## config.mk

```make
export PLATFORM = sky130hd
export DESIGN_NAME = rf_write_arbiter
export DESIGN_NICKNAME = d
export VERILOG_FILES = /design/src/rtl/rf_write_arbiter.sv
export SDC_FILE = /design/constraint.sdc
export NUM_CORES = 1
export LEC_CHECK = 0
export ABC_AREA = 1
export CORE_UTILIZATION = 29
export CTS_CLUSTER_DIAMETER = 50
export DETAILED_ROUTE_END_ITERATION = 16
export PLACE_DENSITY = 0.47
export SETUP_SLACK_MARGIN = 0.05
export SLEW_MARGIN = 15
export SYNTH_ARGS = -nofsm -noshare
export SYNTH_HDL_FRONTEND = slang
export SYNTH_SLANG_ARGS = --single-unit
```

## constraint.sdc

```tcl
create_clock -name clk -period 13.93 [get_ports clk]
set_input_delay 4.179 -clock clk [delete_from_list [all_inputs] [get_ports clk]]
set_output_delay 4.179 -clock clk [all_outputs]
set_load 0.01 [all_outputs]
```

## src/rtl/rf_write_arbiter.sv

```systemverilog
// Register-file write-port arbiter: pipeline writeback (A) always wins, long-latency results (B)
// are buffered in a FIFO and drained into idle cycles. Optional counters under RF_ARB_STATS_EN.
module rf_write_arbiter #(
    parameter int unsigned DEPTH        = 4,
    parameter int unsigned STARVE_LIMIT = 8
) (
    input  logic        clk,
    input  logic        rst,
    input  logic        a_we,
    input  logic [4:0]  a_waddr,
    input  logic [31:0] a_wdata,
    input  logic        b_valid,
    output logic        b_ready,
    input  logic [4:0]  b_waddr,
    input  logic [31:0] b_wdata,
    output logic        rf_we,
    output logic [4:0]  rf_waddr,
    output logic [31:0] rf_wdata,
    output logic        stall_req,
    output logic [31:0] pending,
`ifdef RF_ARB_STATS_EN
    output logic [31:0] stat_a_wr,
    output logic [31:0] stat_b_wr,
    output logic [31:0] stat_stall,
`endif
    output logic        a_conflict
);

    localparam int unsigned AW = $clog2(DEPTH);
    localparam int unsigned CW = AW + 1;
    localparam int unsigned SW = 8;

    typedef struct packed {
        logic [4:0]  addr;
        logic [31:0] data;
    } b_entry_t;

    b_entry_t          mem [DEPTH];
    logic [AW-1:0]     rd_ptr;
    logic [AW-1:0]     wr_ptr;
    logic [CW-1:0]     count;
    logic [SW-1:0]     starve_cnt;

    logic [AW-1:0]     rd_ptr_n;
    logic [AW-1:0]     wr_ptr_n;
    logic [CW-1:0]     count_n;
    logic [SW-1:0]     starve_n;
    logic              stall_n;
    logic              conflict_n;
    logic [31:0]       pending_n;

    logic              a_wins;
    logic              empty;
    logic              full;
    logic              push;
    logic              pop;
    b_entry_t          head;
    b_entry_t          ent;
    logic [AW-1:0]     idx;

    // Same-cycle arbitration and write-port drive
    always_comb begin
        a_wins   = a_we && (a_waddr != 5'd0);
        empty    = (count == '0);
        full     = (count == CW'(DEPTH));
        head     = mem[rd_ptr];
        b_ready  = !rst && !full;
        push     = b_valid && b_ready;
        pop      = !rst && !a_wins && !empty;
        rf_we    = 1'b0;
        rf_waddr = 5'd0;
        rf_wdata = 32'd0;
        if (!rst) begin
            if (a_wins) begin
                rf_we    = 1'b1;
                rf_waddr = a_waddr;
                rf_wdata = a_wdata;
            end else if (!empty) begin
                rf_we    = (head.addr != 5'd0);
                rf_waddr = head.addr;
                rf_wdata = head.data;
            end
        end
    end

    // Next-state: pointers, starvation, and the pending mask of the post-edge FIFO contents
    always_comb begin
        rd_ptr_n   = rd_ptr + AW'(pop);
        wr_ptr_n   = wr_ptr + AW'(push);
        count_n    = count + CW'(push) - CW'(pop);
        starve_n   = starve_cnt;
        conflict_n = a_conflict | (a_wins & stall_req);
        pending_n  = 32'd0;
        idx        = '0;
        ent        = '0;

        if (empty || pop) begin
            starve_n = '0;
        end else if (a_wins && (starve_cnt != SW'(STARVE_LIMIT))) begin
            starve_n = starve_cnt + SW'(1);
        end
        stall_n = (starve_n == SW'(STARVE_LIMIT));

        for (int unsigned i = 0; i < DEPTH; i++) begin
            idx = rd_ptr_n + AW'(i);
            ent = (push && (idx == wr_ptr)) ? b_entry_t'{addr: b_waddr, data: b_wdata} : mem[idx];
            if (CW'(i) < count_n) begin
                pending_n[ent.addr] = 1'b1;
            end
        end
        pending_n[0] = 1'b0;
    end

    always_ff @(posedge clk) begin
        if (rst) begin
            rd_ptr     <= '0;
            wr_ptr     <= '0;
            count      <= '0;
            starve_cnt <= '0;
            stall_req  <= 1'b0;
            a_conflict <= 1'b0;
            pending    <= 32'd0;
        end else begin
            rd_ptr     <= rd_ptr_n;
            wr_ptr     <= wr_ptr_n;
            count      <= count_n;
            starve_cnt <= starve_n;
            stall_req  <= stall_n;
            a_conflict <= conflict_n;
            pending    <= pending_n;
        end
    end

    // Storage needs no reset; validity is tracked by count
    always_ff @(posedge clk) begin
        if (push) begin
            mem[wr_ptr] <= b_entry_t'{addr: b_waddr, data: b_wdata};
        end
    end

`ifdef RF_ARB_STATS_EN
    always_ff @(posedge clk) begin
        if (rst) begin
            stat_a_wr  <= 32'd0;
            stat_b_wr  <= 32'd0;
            stat_stall <= 32'd0;
        end else begin
            if (a_wins) begin
                stat_a_wr <= stat_a_wr + 32'd1;
            end
            if (pop && (head.addr != 5'd0)) begin
                stat_b_wr <= stat_b_wr + 32'd1;
            end
            if (stall_req) begin
                stat_stall <= stat_stall + 32'd1;
            end
        end
    end
`endif

endmodule

```

# Yosys cells after proc, flatten, opt, wreduce, memory -nomap -nowiden

Memory sizes are Yosys's and may differ from the RTL's. A register that Yosys moved wholly into a read port is not among the register bits.
Index checks and enable logic that the tools add are counted.

Register bits: 49
Input port bits: 78
RAM bits: 148
Logic and storage cells: 93
Output and inout port bits: 73
Memories kept: 1

Memory list:

| name | depth | bits a word | rd ports | clocked after memory_dff | wr ports | RTL line | source |
|---|---|---|---|---|---|---|---|
| mem  | 4     | 37          | 5        | 1                        | 1        | 38       | `b_entry_t mem [DEPTH];` |

Muxes and demuxes: 30
$add $sub $neg: 8
Bitwise operators: 5
Eq/ne operators: 7
Magnitude comparators: 12
Reductions and logical operators: 22

Operators by type and width:

| kind                | number |
|---|---|
| $mux 32             | 7 |
| $mux 37             | 4 |
| $or 32x32->32       | 3 |
| $lt 5x6->1 const B  | 4 |
| $demux 1 s5         | 4 |
| $ge 5x1->1 const B  | 4 |
| $mux 8              | 2 |
| $mux 5              | 3 |
| $logic_and 1x1->1   | 14 |
| $reduce_bool 5->1   | 2 |
| $mux 1              | 9 |
| $add 8x1->8 const B | 1 |
| $eq 2x2->1          | 4 |
| $eq 8x4->1 const B  | 1 |
| $ne 8x4->1 const B  | 1 |
| $lt 1x3->1 const A  | 2 |
| $lt 2x3->1 const A  | 2 |
| $add 2x1->2         | 2 |
| $add 2x2->2 const B | 2 |
| $logic_not 1->1     | 4 |
| $add 3x1->3         | 1 |
| $eq 3x3->1 const B  | 1 |
| $logic_not 3->1     | 1 |
| $sub 3x1->3         | 1 |
| 5 further kinds     | 5 |

# Logic depth before layout (Yosys ltp)

Gate-level depths: netlist of the first run.

Word-level depth: 20
Mapped depth: 22
Depth with buffers taken out: 22

# Least setup slack after synthesis of the first run

No wires, ideal clock.

Path kind: input -> output
Start point: in a_waddr[1]
End point: out rf_wdata[0]
Path slack: 4385 ps
Data arrival time: 5366 ps
Data required time: 9751 ps
Stages: 8
Path through: nor2_1 > nand3_1 > nand2_2 > inv_1 > clkbuf_1 > clkbuf_1 > nand2_1 > a21oi_1

Cells in the longest elaborated chain, start to end: 4

RTL lines:

| element           | RTL line | source |
|---|---|---|
| from (decl)       | 10       | `input logic [4:0] a_waddr,` |
| $reduce_bool 5->1 | 63       | `a_wins = a_we && (a_waddr != 5'd0);` |
| $logic_and 1x1->1 | 63       |  |
| $mux 32           | 74       | `if (a_wins) begin` |
| $mux 32           | 73       | `if (!rst) begin` |
| to (decl)         | 18       | `output logic [31:0] rf_wdata,` |

No other way between the ends.

# Worst setup path after layout of the first run

Start point: in a_waddr[1]
End point: out rf_wdata[9]

The elaborated chain is that of the path after synthesis.

==> results by group, run 1 <==
Global routing
  • Met1 Use GR: approximately 22%
  • Global route overflow: 0
  • Gr busiest metal: met2
  • GRT met2 Usage: around 30%
  • Vias in the first global route: around 8200
  • Largest net degree at the start of global routing: a little over 80
  • M3 GR Usage: between 3 and 4%
  • Initial antenna violation count: 2
  • First-pass GRT wire length: 47700 um
  • Overall routing resource usage: roughly 17%

Finish
  • Most frequent cells in the layout: nand2_1, nor2_1, clkdlybuf4s50_1, edfxtp_1, nand3_1
  • Final net count: between 1000 and 1500
  • Final Util: 36.9%
  • N_diodes: 0
  • Most common cell after layout, fill and taps aside: nand2_1
  • Synth-to-Final Area Change: 24.5%
  • Layout cells sized above 1: a little under a tenth

Synthesis
  • Seq cells post-synth: between 150 and 200
  • Yosys top cell by area: edfxtp_1
  • Mapped Cells: 1211
  • Post-synth net total: 1296
  • Cell variety after synth: 37
  • Syn. warnings: 0
  • Seq/Total Area, Yosys: 52.6%
  • Syn Area/Cell: 8.49 um2
  • Largest cells by area after synthesis: edfxtp_1, nand2_1, dfxtp_1, nor2_1, nand3_1
  • Synth top area share: 43.2%
  • Mapped cell area: 10300 um2

Worst setup path
  • Critical Path AT: 6.82 ns
  • R2R depth: 17
  • R2r startpoint: rd_ptr[0]
  • CP Max Fanout: 11
  • Crit. End Element: output pin
  • WP data required: 9.75 ns
  • Type of origin of the critical path: primary input
  • Setup CP Type: in2out
  • Critical Path Start: a_waddr[1]

Timing
  • Fin crit share: between 70% and 80%
  • Final Slew Violations: 0
  • FMAX: 90.9 MHz
  • Slew margin rel.: 27.3%
  • # setup viols final: 0
  • Min Tclk post-route: 11.00 ns
  • RSZ-0062 raised after global routing: no
  • Worst Max-Slew Pin Slew: 1.09 ns
  • Final Hold Viols: 0
  • Aggregate negative setup slack: 0 ns
  • Clk_skew: 0.0138 ns

Floorplanning
  • Core area: 34700 um2
  • Io pins: 151
  • DIE AREA: between 30000 and 40000 um2
  • Die W: ~190 um
  • # rows: 68
  • Die height: between 150 and 200 um
  • Starting Density: 29.6%

Clock tree
  • Clk_lat worst skew: 0.45 ns
  • TritonCTS clock tree: built
  • Setup bufs post-CTS: 0
  • Clock root buffer master: clkbuf_16
  • # clock sinks: 196
  • H-tree lvl count: 4
  • Post-CTS Resized: 0
  • Inserted Clock Buffers: 17
  • Reg clk slew, reported paths: 0.08 ns
  • Cts hold-fix bufs: 0
  • Clock Path Buffers: 2

Pwr
  • Total power per unit cell area: 161 nW/um2
  • P_int: 0.00119 W
  • Leak: around 5 nW
  • Reg power frac: 33.3%
  • Combinational share of power: 42.5%
  • IR drop worst, VDD: 0.000100 V
  • Clk pwr share: 24.2%
  • Switch share: between 40% and 50%
  • Net Sw Power: 0.000873 W

Detailed routing
  • Via count: between 8000 and 9000
  • DRC: 0
  • Per-cell routed wire length: between 15 and 20 um
  • DR iter-0 viols: 695
  • DR pass1 iterations: 5
  • Routed vias/inst: 4.85
  • Detailed Route WL: 30700 um
  • Routed Antenna Nets: 0

Outcome
  • Outcome: complete, no violations

Job
  • Max-Cap Viols: 0

Min path
  • WHS Path Cells: 2
  • Worst Hold Launch: a_conflict
  • Worst min-delay path class: reg2reg

Placed design
  • Port bufs: 149
  • GPL Wtd Cong: approximately 0.84
  • DP HPWL: 20600 um
[power groups by stage]
stage                     clock (W)  combinational (W)  sequential [W]
final                      0.000499           0.000876        0.000686
after floorplan                   0           0.000566        0.000711
after global placement            0           0.000877        0.000700
after global routing       0.000533           0.000966        0.000691
after detailed placement          0           0.000874        0.000700
after CTS                  0.000514           0.000876        0.000687
[path summary, 6_finish.rpt]
path	slack, ns	endpoint
worst min-delay path	0.46	a_conflict
worst max-delay path	2.93	rf_wdata[9]
worst max register to register	9.78	pending[20]
worst min register to register	0.46	a_conflict
[logic make-up after synthesis]
group / count (synthesis) / synth area share (%)
flops: 196 / 52.6
simple gates: 681 / 29.5
buf+inv: 127 / 4.98
fa+ha+maj: 7 / 0.925
compound gates: 190 / 11.2
other cells: 1 / 0.0365
xor+xnor: 9 / 0.840
[metal layers]
layer | vias to the layer above | routed length (um)
met5 | - | 26
met4 | 4 | 563
met3 | 40 | 1400
met2 | 258 | 14900
met1 | 4075 | 13800
li1 | 4363 | -
[layout make-up]
type                            count  area [um2]
Tap cell                          455         569
Clock inverter                     15         178
Clock buffer                       17         425
Fill cell                        3570       21900
Timing Repair Buffer              159        1560
Multi-Input combinational cell    888        4380
Inverter                           72         270
Sequential cell                   196        5410
[cells in the mapped netlist, drive strengths merged]
master and number:
clkbuf 38, buf 17, xnor2 1, dfxtp 48
xor2 8, a32o 22, nor3 8, nand3 144
nand3b 2, or2 1, a21oi 37, nor4 2
edfxtp 148, o21ai 98, nand2 305, fa 1
inv 72, conb 1, ha 6, nor2 217
o22ai 32, nand4 2, o211ai 1
[critical path, cell delays in order]
cell	delay, ns
clkdlybuf4s50_1	0.43
nor2_1	0.11
nand3_1	0.09
nand2_2	0.19
inv_1	0.08
nor2_1	0.82
nand2_1	0.12
a21oi_1	0.22
clkdlybuf4s50_1	0.57
[state kept, by name, summed over array words and instances, names as in the netlist]
name / flops
mem: 148
pending: 31
starve_cnt: 8
count: 3
rd_ptr: 2
wr_ptr: 2
a_conflict: 1
stall_req: 1
[through the flow]
stage,instance area [um2],hold WS (ns),worst slack (ns),instances,total power (W)
3_5_place_dp,12200,0.448,2.79,1770,0.00157
4_1_cts,12800,0.461,2.78,1802,0.00208
2_1_floorplan,10300,0.476,4.39,1211,0.00128
5_1_grt,12800,0.486,2.63,1802,0.00219
3_3_place_gp,12200,0.442,2.83,1770,0.00158
6_report,12800,0.462,2.93,1802,0.00206
Power figures use the tool's default switching activity.
==> run 2: changes to the inputs <==
- clock period: 13.93 -> 11.15 ns (I/O delays scaled with it)
==> run 2 against run 1 <==
Against the previous run: core utilization grew 0.097 points; sequential power grew 25%; hold slack lost 0.0042 ns; setup slack lost 0.91 ns; critical path type unchanged; count of clock-buffer cells in the layout is the same; critical path depth shrank 4.
==> results by group, run 2 (synthesized netlist as in run 1, its figures left out) <==
Global routing
  • First-pass GRT wire length: 48800 um
  • Initial antenna violation count: 2
  • Largest net degree at the start of global routing: roughly 80
  • Global route overflow: 0
  • Vias in the first global route: roughly 8400
  • Overall routing resource usage: roughly 18%

Worst setup path
  • Worst stage delay on the critical path: about 0.58 ns
  • Type of origin of the critical path: primary input
  • CP cell instances: buf_2, buf_4, inv_1, a32o_1, clkdlybuf4s50_1
  • Crit. End Element: output pin
  • Setup CP Type: in2out
  • WP data required: slightly below 8 ns
  • Worst path slowest cell: inv_1
  • CP Max Fanout: 47
  • Critical Path AT: 5.78 ns

Min path
  • Worst min-delay path class: reg2reg

Detailed routing
  • DR iter-0 viols: slightly above 600
  • DR pass1 iterations: 6
  • DRC: 0
  • Per-cell routed wire length: 17.4 um
  • Routed vias/inst: 4.92
  • Routed Antenna Nets: 0
  • Detailed Route WL: 31300 um
  • Via count: 8876

Clock tree
  • TritonCTS clock tree: built
  • Cts hold-fix bufs: 0
  • # clock sinks: 196
  • Setup bufs post-CTS: 0
  • Inserted Clock Buffers: 17
  • H-tree lvl count: 4
  • Post-CTS Resized: 0
  • Clock root buffer master: clkbuf_16
  • Clock Path Buffers: 2
  • Clk_lat worst skew: about 0.46 ns
  • Reg clk slew, reported paths: 0.08 ns

Floorplanning
  • Starting Density: 29.6%
  • Io pins: around 150
  • Die height: 190 um
  • DIE AREA: 36200 um2
  • # rows: 68
  • Die W: 190 um
  • Core area: around 35000 um2

Finish
  • N_diodes: 0
  • Most frequent cells in the layout: nand2_1, nor2_1, clkdlybuf4s50_1, edfxtp_1, nand3_1
  • Max reg flops: 148
  • # fillers: approximately 3600
  • Multi-input gate area: around 4400 um2
  • Most common cell after layout, fill and taps aside: nand2_1
  • Register area: 5410 um2
  • Design Area, Final: 12800 um2
  • Final net count: 1420
  • Synth-to-Final Area Change: 24.8%
  • Reg with most FFs: mem
  • Top flop regs: mem x148, pending x31, starve_cnt x8
  • Layout cells sized above 1: 9.64%

Timing
  • FMAX: approximately 110 MHz
  • Slew margin rel.: a little over a third
  • Worst Max-Slew Pin Slew: 0.963 ns
  • Final Slew Violations: 0
  • Fin crit share: 81.9%
  • Clk_skew: 0.0158 ns
  • Min Tclk post-route: just over 9 ns
  • # setup viols final: 0
  • Final Hold Viols: 0
  • Final worst-path setup slack: 2.02 ns
  • RSZ-0062 raised after global routing: no
  • Aggregate negative setup slack: 0 ns

Pwr
  • P_int: about 0.0015 W
  • IR drop worst, VDD: 0.000132 V
  • Leak: about 5 nW
  • Combinational share of power: 42.3%
  • Net Sw Power: 0.00110 W
  • Total power per unit cell area: between 200 and 250 nW/um2
  • Reg power frac: 32.9%
  • Clk pwr share: roughly a quarter
  • Switch share: 42.2%
  • Power Total: 0.00261 W

Placed design
  • Placement Cell Area: 12200 um2
  • Pre-CTS setup slack: 1.98 ns
  • GPL Wtd Cong: just under 0.9
  • Port bufs: roughly 150
  • DP HPWL: 21100 um

Outcome
  • Outcome: complete, no violations

Job
  • Max-Cap Viols: 0
==> run 2: power groups by stage <==
stage               combinational (W)  clock (W)  sequential [W]
floorplan                    0.000707          0        0.000889
global placement              0.00110          0        0.000875
CTS                           0.00110   0.000665        0.000859
finish                        0.00111   0.000648        0.000858
global route                  0.00121   0.000694        0.000864
detailed placement            0.00110          0        0.000876
==> run 2: final cells by class <==
class,instances,share of cell area [%]
flip-flops and latches,196,42.1
clock buffers,17,3.32
repair buffers,160,12.2
well taps,455,4.44
multi-input cells,888,34.2
clock inverters,15,1.59
inverters,72,2.11
==> run 2: final timing paths <==
kind / start / end / slack (ns) / depth (start not counted)
setup / recovery: rst / rf_wdata[23] / 2.02 / 5
hold / removal: a_conflict / a_conflict / 0.46 / 2
setup reg to reg: rd_ptr[0] / pending[24] / 6.99 / 17
hold reg to reg: a_conflict / a_conflict / 0.46 / 2
==> run 2: metal layers <==
layer  wire [um]  GRT usage (%)
met5          28              0
met4         701           6.43
met3        1430           3.44
met2       15200           29.1
met1       13900           23.0
==> run 2: critical path, delay by kind of cell <==
kind,cells,cell delay [ns]
buffers and inverters,4,1.93
AOI/OAI and AO/OA,1,0.43
==> run 2: metrics by stage <==
stage               util, %  hold slack [ns]  std cells
floorplan                 -            0.476       1211
finish                 37.0            0.458       1803
global route           37.0            0.496       1803
global placement       35.1            0.443       1771
detailed placement     35.1            0.447       1771
CTS                    37.0            0.462       1803
==> run 3: changes to the inputs <==
- clock period: 11.15 -> 9.1 ns (I/O delays scaled with it)
==> run 3 against run 2 <==
Against the previous run: sequential power up 22%; clock skew about the same; via count down 2.2%; sequential cell count unchanged; non-clock buffer count down 1; cell count about the same; register-to-register slack worse by 2.0 ns; total power up 24%; first-iteration DRC count up 17%; critical path depth up 3; global-route usage down 0.34 points; routed wire length down 1.4%; largest cell class unchanged.
==> results by group, run 3 (synthesized netlist as in run 1, its figures left out) <==
Outcome
  • Outcome: complete, no violations

Finish
  • Final Util: 37.0%
  • Reg with most FFs: mem
  • Synth-to-Final Area Change: 25.0%
  • Non-Filler Instances: 1802
  • Layout cells sized above 1: 9.65%
  • Max reg flops: approximately 150
  • Final net count: about 1400
  • Top flop regs: mem x148, pending x31, starve_cnt x8
  • # fillers: ~3600
  • Most common cell after layout, fill and taps aside: nand2_1
  • Design Area, Final: 12800 um2
  • N_diodes: 0
  • Most frequent cells in the layout: nand2_1, nor2_1, clkdlybuf4s50_1, edfxtp_1, nand3_1

Detailed routing
  • DR WL met2: about 15000 um
  • Detailed Route WL: 30900 um
  • Highest Signal Layer: met5
  • DR iter-0 viols: 717
  • Routed vias/inst: 4.82
  • Per-cell routed wire length: 17.1 um
  • Routed Antenna Nets: 0
  • Met1 WL: 14000 um
  • Via count: 8679
  • Met3 WL post-DR: 1200 um
  • DR pass1 iterations: 6
  • DRC: 0

Clock tree
  • Clk_lat worst skew: 0.45 ns
  • Cts hold-fix bufs: 0
  • H-tree lvl count: 4
  • Clock root buffer master: clkbuf_16
  • Inserted Clock Buffers: 17
  • Reg clk slew, reported paths: 0.07 ns
  • Post-CTS Resized: 0
  • TritonCTS clock tree: built
  • # clock sinks: 196
  • Clock Path Buffers: 2
  • Setup bufs post-CTS: 0

Placed design
  • GPL Wtd Cong: 0.850
  • Dpl cells: roughly 1800
  • DP HPWL: 20900 um
  • Pre-CTS setup slack: 1.27 ns
  • Port bufs: roughly 150
  • Placement Cell Area: 12200 um2

Timing
  • RSZ-0062 raised after global routing: no
  • Clk_skew: 0.0163 ns
  • Final worst-path setup slack: 1.29 ns
  • Fin crit share: 85.8%
  • Aggregate negative setup slack: 0 ns
  • # setup viols final: 0
  • Final Slew Violations: 0
  • Min Tclk post-route: 7.81 ns
  • FMAX: 128 MHz
  • Worst Max-Slew Pin Slew: about 0.95 ns
  • Slew margin rel.: 36.3%
  • Final Hold Viols: 0

Floorplanning
  • # rows: 68
  • Die W: 190 um
  • DIE AREA: ~36000 um2
  • Core area: 34700 um2
  • Io pins: 151
  • Starting Density: roughly 30%
  • Die height: 190 um

Worst setup path
  • CP Max Fanout: 23
  • WP data required: 6.37 ns
  • Critical Path AT: 5.08 ns
  • R2R depth: 17
  • Type of origin of the critical path: primary input
  • Critical Path Start: a_waddr[1]
  • Setup CP Type: in2out
  • R2r startpoint: rd_ptr[0]
  • Reg2Reg Setup Slack: 5.00 ns
  • Worst R2R End: pending[12]
  • Crit. End Element: output pin
  • CP Capture Point: rf_wdata[4]

Global routing
  • Largest net degree at the start of global routing: 83
  • Overall routing resource usage: between 15 and 20%
  • Initial antenna violation count: 2
  • First-pass GRT wire length: 47800 um
  • Global route overflow: 0
  • Vias in the first global route: ~8000

Min path
  • Worst min-delay path class: reg2reg
  • Worst Hold Launch: a_conflict

Pwr
  • IR drop worst, VDD: roughly 0.00015 V
  • Leak: between 4 and 5 nW
  • Total power per unit cell area: 252 nW/um2

Job
  • Max-Cap Viols: 0
## run 3: cell count changes in the layout (fill, tap and decap cells not counted)
cell and change:
bufinv_16 +2, clkinv_8 -2, inv_6 +2, buf_4 -1, clkinv_1 -1, clkinv_4 +1
clkinvlp_4 -1, inv_12 -1
## run 3: layer usage
| metal | track usage, % | vias up |
|---|---|---|
| li1 | - | 4365 |
| met1 | 21.8 | 4089 |
| met2 | 29.6 | 182 |
| met3 | 3.99 | 39 |
| met4 | 5.02 | 4 |
| met5 | 0 | - |
## run 3: critical path: stages
cell             delay, ns
clkdlybuf4s50_1       0.42
nor2_1                0.12
nand3_1               0.09
nand2_2               0.20
nand2_4               0.11
inv_1                 0.62
a32o_1                0.23
clkdlybuf4s50_1       0.54
## run 3: worst min-delay path by stage
stage	cells past startpoint	slack, ns	endpoint
after global routing	2	0.47	a_conflict
after floorplan	2	0.48	a_conflict
final	2	0.46	a_conflict
after global placement	2	0.44	a_conflict
after detailed placement	2	0.45	a_conflict
after CTS	2	0.46	a_conflict
## run 3: per-stage QoR
| step | hold slack (ns) | power (W) |
|---|---|---|
| 2_1_floorplan | 0.476 | 0.00196 |
| 3_3_place_gp | 0.440 | 0.00242 |
| 3_5_place_dp | 0.448 | 0.00242 |
| 4_1_cts | 0.459 | 0.00325 |
| 5_1_grt | 0.472 | 0.00343 |
| 6_report | 0.460 | 0.00323 |
## run 3: layout make-up
class	instances	area [um2]	share of cell area, %
timing repair buffer	159	1560	12.2
tap	455	569	4.43
sequential	196	5410	42.1
multi-input combinational	888	4380	34.1
inverter	72	270	2.10
clock buffer	17	425	3.31
clock inverter	15	230	1.79
## run 3: power by group
part           total, W  internal, W  switching [W]
clock network  0.000831     0.000451       0.000380
logic           0.00135     0.000419       0.000933
registers       0.00105      0.00103      0.0000219
total           0.00323      0.00190        0.00133
